$ cat config.mk
export PLATFORM = sky130hd
export DESIGN_NAME = nv_nvdla_cmac_core_done_ctrl
export DESIGN_NICKNAME = d
export VERILOG_FILES = /design/src/rtl/nv_nvdla_cmac_core_done_ctrl.sv
export SDC_FILE = /design/constraint.sdc
export NUM_CORES = 1
export LEC_CHECK = 0
export ABC_CLOCK_PERIOD_IN_PS = 3250
export CAP_MARGIN = 5
export CORE_UTILIZATION = 45
export DETAILED_ROUTE_END_ITERATION = 10
export PLACE_DENSITY_LB_ADDON = 0.1
export SLEW_MARGIN = 10
export SYNTH_ARGS = -nofsm -noshare
export SYNTH_HDL_FRONTEND = slang
export SYNTH_SLANG_ARGS = --single-unit
$ cat constraint.sdc
create_clock -name nvdla_core_clk -period 3.25 [get_ports nvdla_core_clk]
set_input_delay 0.65 -clock nvdla_core_clk [delete_from_list [all_inputs] [get_ports nvdla_core_clk]]
set_output_delay 0.65 -clock nvdla_core_clk [all_outputs]
set_load 0.01 [all_outputs]
$ cat src/rtl/nv_nvdla_cmac_core_done_ctrl.sv
// CMAC layer-completion tracker: counts strips into and out of the MAC array
// and raises a one-cycle done pulse when the last result of the layer leaves.
module nv_nvdla_cmac_core_done_ctrl #(
    parameter int CNT_W = 16
) (
    input  logic             nvdla_core_clk,
    input  logic             nvdla_core_rstn,
    input  logic             reg2dp_op_en,
    input  logic             cfg_reg_en,
    input  logic [CNT_W-1:0] reg2dp_strip_num,
    input  logic             in_dat_pvld,
    input  logic             in_dat_layer_end,
    input  logic             out_dat_pvld,
    output logic             dp2reg_done,
    output logic             core_busy,
    output logic [2:0]       err_status
);

    typedef enum logic [1:0] {IDLE, RUN, DRAIN, DONE} state_t;

    state_t           state;
    logic [CNT_W-1:0] target;
    logic [CNT_W-1:0] in_cnt;
    logic [CNT_W-1:0] out_cnt;
    logic             in_at;
    logic             out_at;

    // Counters stop at target instead of wrapping, so the all-ones target is legal.
    assign in_at  = (in_cnt == target);
    assign out_at = (out_cnt == target);

    always_ff @(posedge nvdla_core_clk or negedge nvdla_core_rstn) begin
        if (!nvdla_core_rstn) begin
            state       <= IDLE;
            target      <= '0;
            in_cnt      <= '0;
            out_cnt     <= '0;
            dp2reg_done <= 1'b0;
            core_busy   <= 1'b0;
            err_status  <= 3'b000;
        end else begin
            dp2reg_done <= 1'b0;
            case (state)
                IDLE: begin
                    if (cfg_reg_en && reg2dp_op_en) begin
                        state      <= RUN;
                        target     <= reg2dp_strip_num;
                        in_cnt     <= '0;
                        out_cnt    <= '0;
                        err_status <= 3'b000;
                        core_busy  <= 1'b1;
                    end else if (out_dat_pvld) begin
                        err_status[2] <= 1'b1;
                    end
                end
                RUN: begin
                    if (!reg2dp_op_en) begin
                        state     <= IDLE;
                        core_busy <= 1'b0;
                    end else begin
                        if (in_dat_pvld) begin
                            if (in_dat_layer_end != in_at)
                                err_status[1] <= 1'b1;
                            if (!in_at)
                                in_cnt <= in_cnt + 1'b1;
                        end
                        if (out_dat_pvld && !out_at)
                            out_cnt <= out_cnt + 1'b1;
                        if (in_dat_pvld && in_at) begin
                            if (out_dat_pvld && out_at) begin
                                state       <= DONE;
                                dp2reg_done <= 1'b1;
                                core_busy   <= 1'b0;
                            end else begin
                                state <= DRAIN;
                            end
                        end
                    end
                end
                DRAIN: begin
                    if (!reg2dp_op_en) begin
                        state     <= IDLE;
                        core_busy <= 1'b0;
                    end else begin
                        if (in_dat_pvld)
                            err_status[0] <= 1'b1;
                        if (out_dat_pvld) begin
                            if (out_at) begin
                                state       <= DONE;
                                dp2reg_done <= 1'b1;
                                core_busy   <= 1'b0;
                            end else begin
                                out_cnt <= out_cnt + 1'b1;
                            end
                        end
                    end
                end
                DONE: begin
                    state <= IDLE;
                    if (in_dat_pvld)
                        err_status[0] <= 1'b1;
                    if (out_dat_pvld)
                        err_status[2] <= 1'b1;
                end
                default: state <= IDLE;
            endcase
        end
    end

endmodule
==> summary.md <==
| Metric | Value |
|---|---|
| Outcome | completed |
| Routed vias/inst | around 5.4 |
| Fin crit share | 0.791 |
| Power Density | around 690 nW/µm² |
| Max Clock Freq | 389 MHz |
| Root cell of the clock tree | clkbuf_8 |
| Pin count of the biggest net entering global routing | 40 |
| DIE AREA | 7500 µm² |
| Number of synthesized register bits | 55 |
| Hold Violations, Final | 0 |
| Mapped Cells | around 330 |
| Antenna viol nets, final | 0 |
| Worst VDD drop | just under 0.0003 V |
| Initial antenna violation count | 0 |
| EDFF count, synth | 0 |
| First-pass GRT wire length | about 12,000 µm |
| Sink Count | 55 |
| Share of the synthesized area in the top cell type | 0.427 |
| Setup CP Type | register to register |
| TritonCTS clock tree | done |
| Fraction of layout cells with a size suffix above 1 | 0.153 |
| Vias post-DR | 2,434 |
| Final min period | 2570 ps |
| Hpwl dp | roughly 5100 µm |
| Vias in the first global route | 2,319 |
| DR WL/cell | between 15 and 20 µm |
| Clk_skew | around 10 ps |
| # IOs | 28 |
| PostCTS Resize Cnt | 0 |
| Clk buf depth | 2 |
| WP data required | 3430 ps |
| Clk_lat worst skew | 320 ps |
| Top FF cell, synth | dfrtp_1 |
| Fin Setup TNS | 0 ps |
| Mux cell area share after synthesis | 0.0660 |
| Synth unique cells | 56 |
| Placed Instances | 442 |
| Unrepaired setup endpoints after global routing | false |
| Reg2reg path depth | 6 |
| # port buffers | 27 |
| Worst Setup End Kind | register |
| Clock slew at reported path FFs | about 100 ps |
| Post-Route WL | 7100 µm |
| Final non-filler cell total | 450 |
| Overflow after GRT | 0 |
| Drt drc | 0 |
| Area contributors post-synth | dfrtp_1, xnor2_1, mux2_2 |
| Mean area per synthesized cell | 9.86 µm² |
| Synth Area in Simple Gates | 0.182 |
| Post-synth ARST share | 1.00 |
| Critical path peak fanout | 18 |
| Synth area leader | dfrtp_1 |
| H-tree depth | 2 |
| Chip Height | 86.6 µm |
| Relative slew slack | 0.613 |
| Adder-cell share of the synthesized area | 0.0233 |
| Reg-to-Reg Start | out_cnt[2] |
| Ys Warns | 0 |
| Crit path DAT | approximately 2800 ps |
| Worst setup path start | out_cnt[2] |
| Seq/Total Area, Yosys | 0.427 |
| Reg2Reg Setup Slack | 680 ps |
| Number of diodes | 0 |
| Synth Area in Compound Gates | 0.155 |
| Area occupied by multi-input gates | approximately 1700 µm² |
| Post-Synth XOR/XNOR Area | 0.111 |
| Gr usage total | 0.207 |
| TritonCTS buffer count | 5 |
| Drt pass-1 iters | 4 |
| Syn_nets | 356 |
| Crit Reg-Reg Endpoint | out_cnt[14] |
| Main combinational cell family by area after synthesis | simple AND/OR/NAND/NOR gates |
| Core area | 6870 µm² |
| Cts hold-fix bufs | 0 |
| Flip-flop and latch area | 1380 µm² |
| Crit path launch type | register |
| Total Power | between 0.002 and 0.003 W |
| Slew of the pin with the lowest slew margin | 581 ps |
| Layout Nets | 382 |
| Number of setup buffers added after CTS | 0 |
| Hold Crit Class | primary input to asynchronous set/reset pin |
| DIE WIDTH | 86.6 µm |
| Netlist Area Pre-Place | ~3200 µm² |
| Leak | roughly 1.5 nW |
| Max Slew Vio Count | 0 |
| Setup violators final | 0 |
| Gp weighted congestion | ~0.8 |
| Crit-path cells | xnor2_1, nand4_1, nor4_2, o22a_4, or3_1, o21ai_0 |
| Rows | 30 |
| Largest stage delay on the critical path | 520 ps |
| Area grow syn2layout | 14.8% |
| Max-cap violations | 0 |
| Fillers | 649 |
| CP max stage cell | or3_1 |
| CP Capture Point | out_cnt[14] |
| DR iter-0 viols | 110 |
| Initial core utilization | 0.469 |
[layout make-up]
cell class,instances,area share
repair buffers,35,0.0879
multi-input cells,247,0.468
inverters,9,0.00913
flip-flops and latches,55,0.372
well taps,96,0.0325
clock buffers,5,0.0186
clock inverters,3,0.0118
[registers in the layout, summed over array words and instances (netlist names)]
| register | cells |
|---|---|
| in_cnt | 16 |
| out_cnt | 16 |
| target | 16 |
| err_status | 3 |
| state | 2 |
| core_busy | 1 |
| dp2reg_done | 1 |
[worst max-delay path, delay by kind of cell, from the launching register on]
| kind | cells | cell delay [ps] |
|---|---|---|
| AOI/OAI and AO/OA | 2 | 520 |
| xor gates and xnor gates | 1 | 240 |
| DFF | 1 | 490 |
| and+or+nand+nor | 3 | 1190 |
[stage by stage]
step	utilization	area [µm²]	setup WS [ps]	hold WS, ps
floorplan	-	3220	977	354
global placement	0.522	3590	512	481
detailed placement	0.522	3590	478	502
CTS	0.539	3700	674	252
global route	0.539	3700	454	266
finish	0.539	3700	680	242
[synth_stat cells (all sizes together), types with 8 or more instances]
library cell	count
a21oi	12
buf	8
clkbuf	8
dfrtp	55
inv	9
mux2	18
nand2	36
nand3	12
nand4	10
nor2	18
o21ai	25
o31ai	14
xnor2	40
[worst min-delay path by stage]
stage | from | to | slack (ps)
after floorplan | nvdla_core_rstn | core_busy | 350
after global placement | err_status[1] | err_status[1] | 480
after detailed placement | core_busy | core_busy | 500
after CTS | nvdla_core_rstn | state[0] | 250
after global routing | nvdla_core_rstn | state[0] | 270
final | nvdla_core_rstn | state[0] | 240
[report_power, final]
part / internal [W] / total (W) / switching, W
clock network: 0.000230 / 0.000467 / 0.000237
registers: 0.000846 / 0.00105 / 0.000204
logic: 0.000515 / 0.00105 / 0.000538
total: 0.00159 / 0.00257 / 0.000978
[cell families (layout without fill, tap and decap cells)]
group                      after synthesis  after routing
AOI/OAI and AO/OA                       73             73
adders and majority gates                6              6
and+or+nand+nor                        108            108
muxes                                   19             19
DFF                                     55             55
buffers and inverters                   25             52
xor gates and xnor gates                41             41
[layout by cell type, fill, tap and decap left out, drive strengths merged, types with 3 or more instances in the layout]
cell           instances
mux2                  18
and2                   4
nand3                 12
nand2b                 3
nor2                  18
clkbuf                 5
dfrtp                 55
inv                    9
o21ai                 25
and3                   6
nor4                   5
nand2                 36
o41ai                  3
xnor2                 40
or3                    3
a31oi                  3
clkdlybuf4s50         26
a21o                   3
ha                     6
nand4                 10
nor3                   5
a21oi                 12
buf                    9
o31ai                 14
[layer usage]
metal | part of all wire | wire length [µm] | vias to the layer above | track usage
met5 | 0 | 0 | - | 0
met4 | 0.011 | 80 | 0 | 0.0500
met3 | 0.033 | 233 | 7 | 0.0324
met2 | 0.45 | 3220 | 49 | 0.330
met1 | 0.50 | 3560 | 1163 | 0.295
li1 | - | - | 1215 | -
Power figures use the tool's default switching activity.
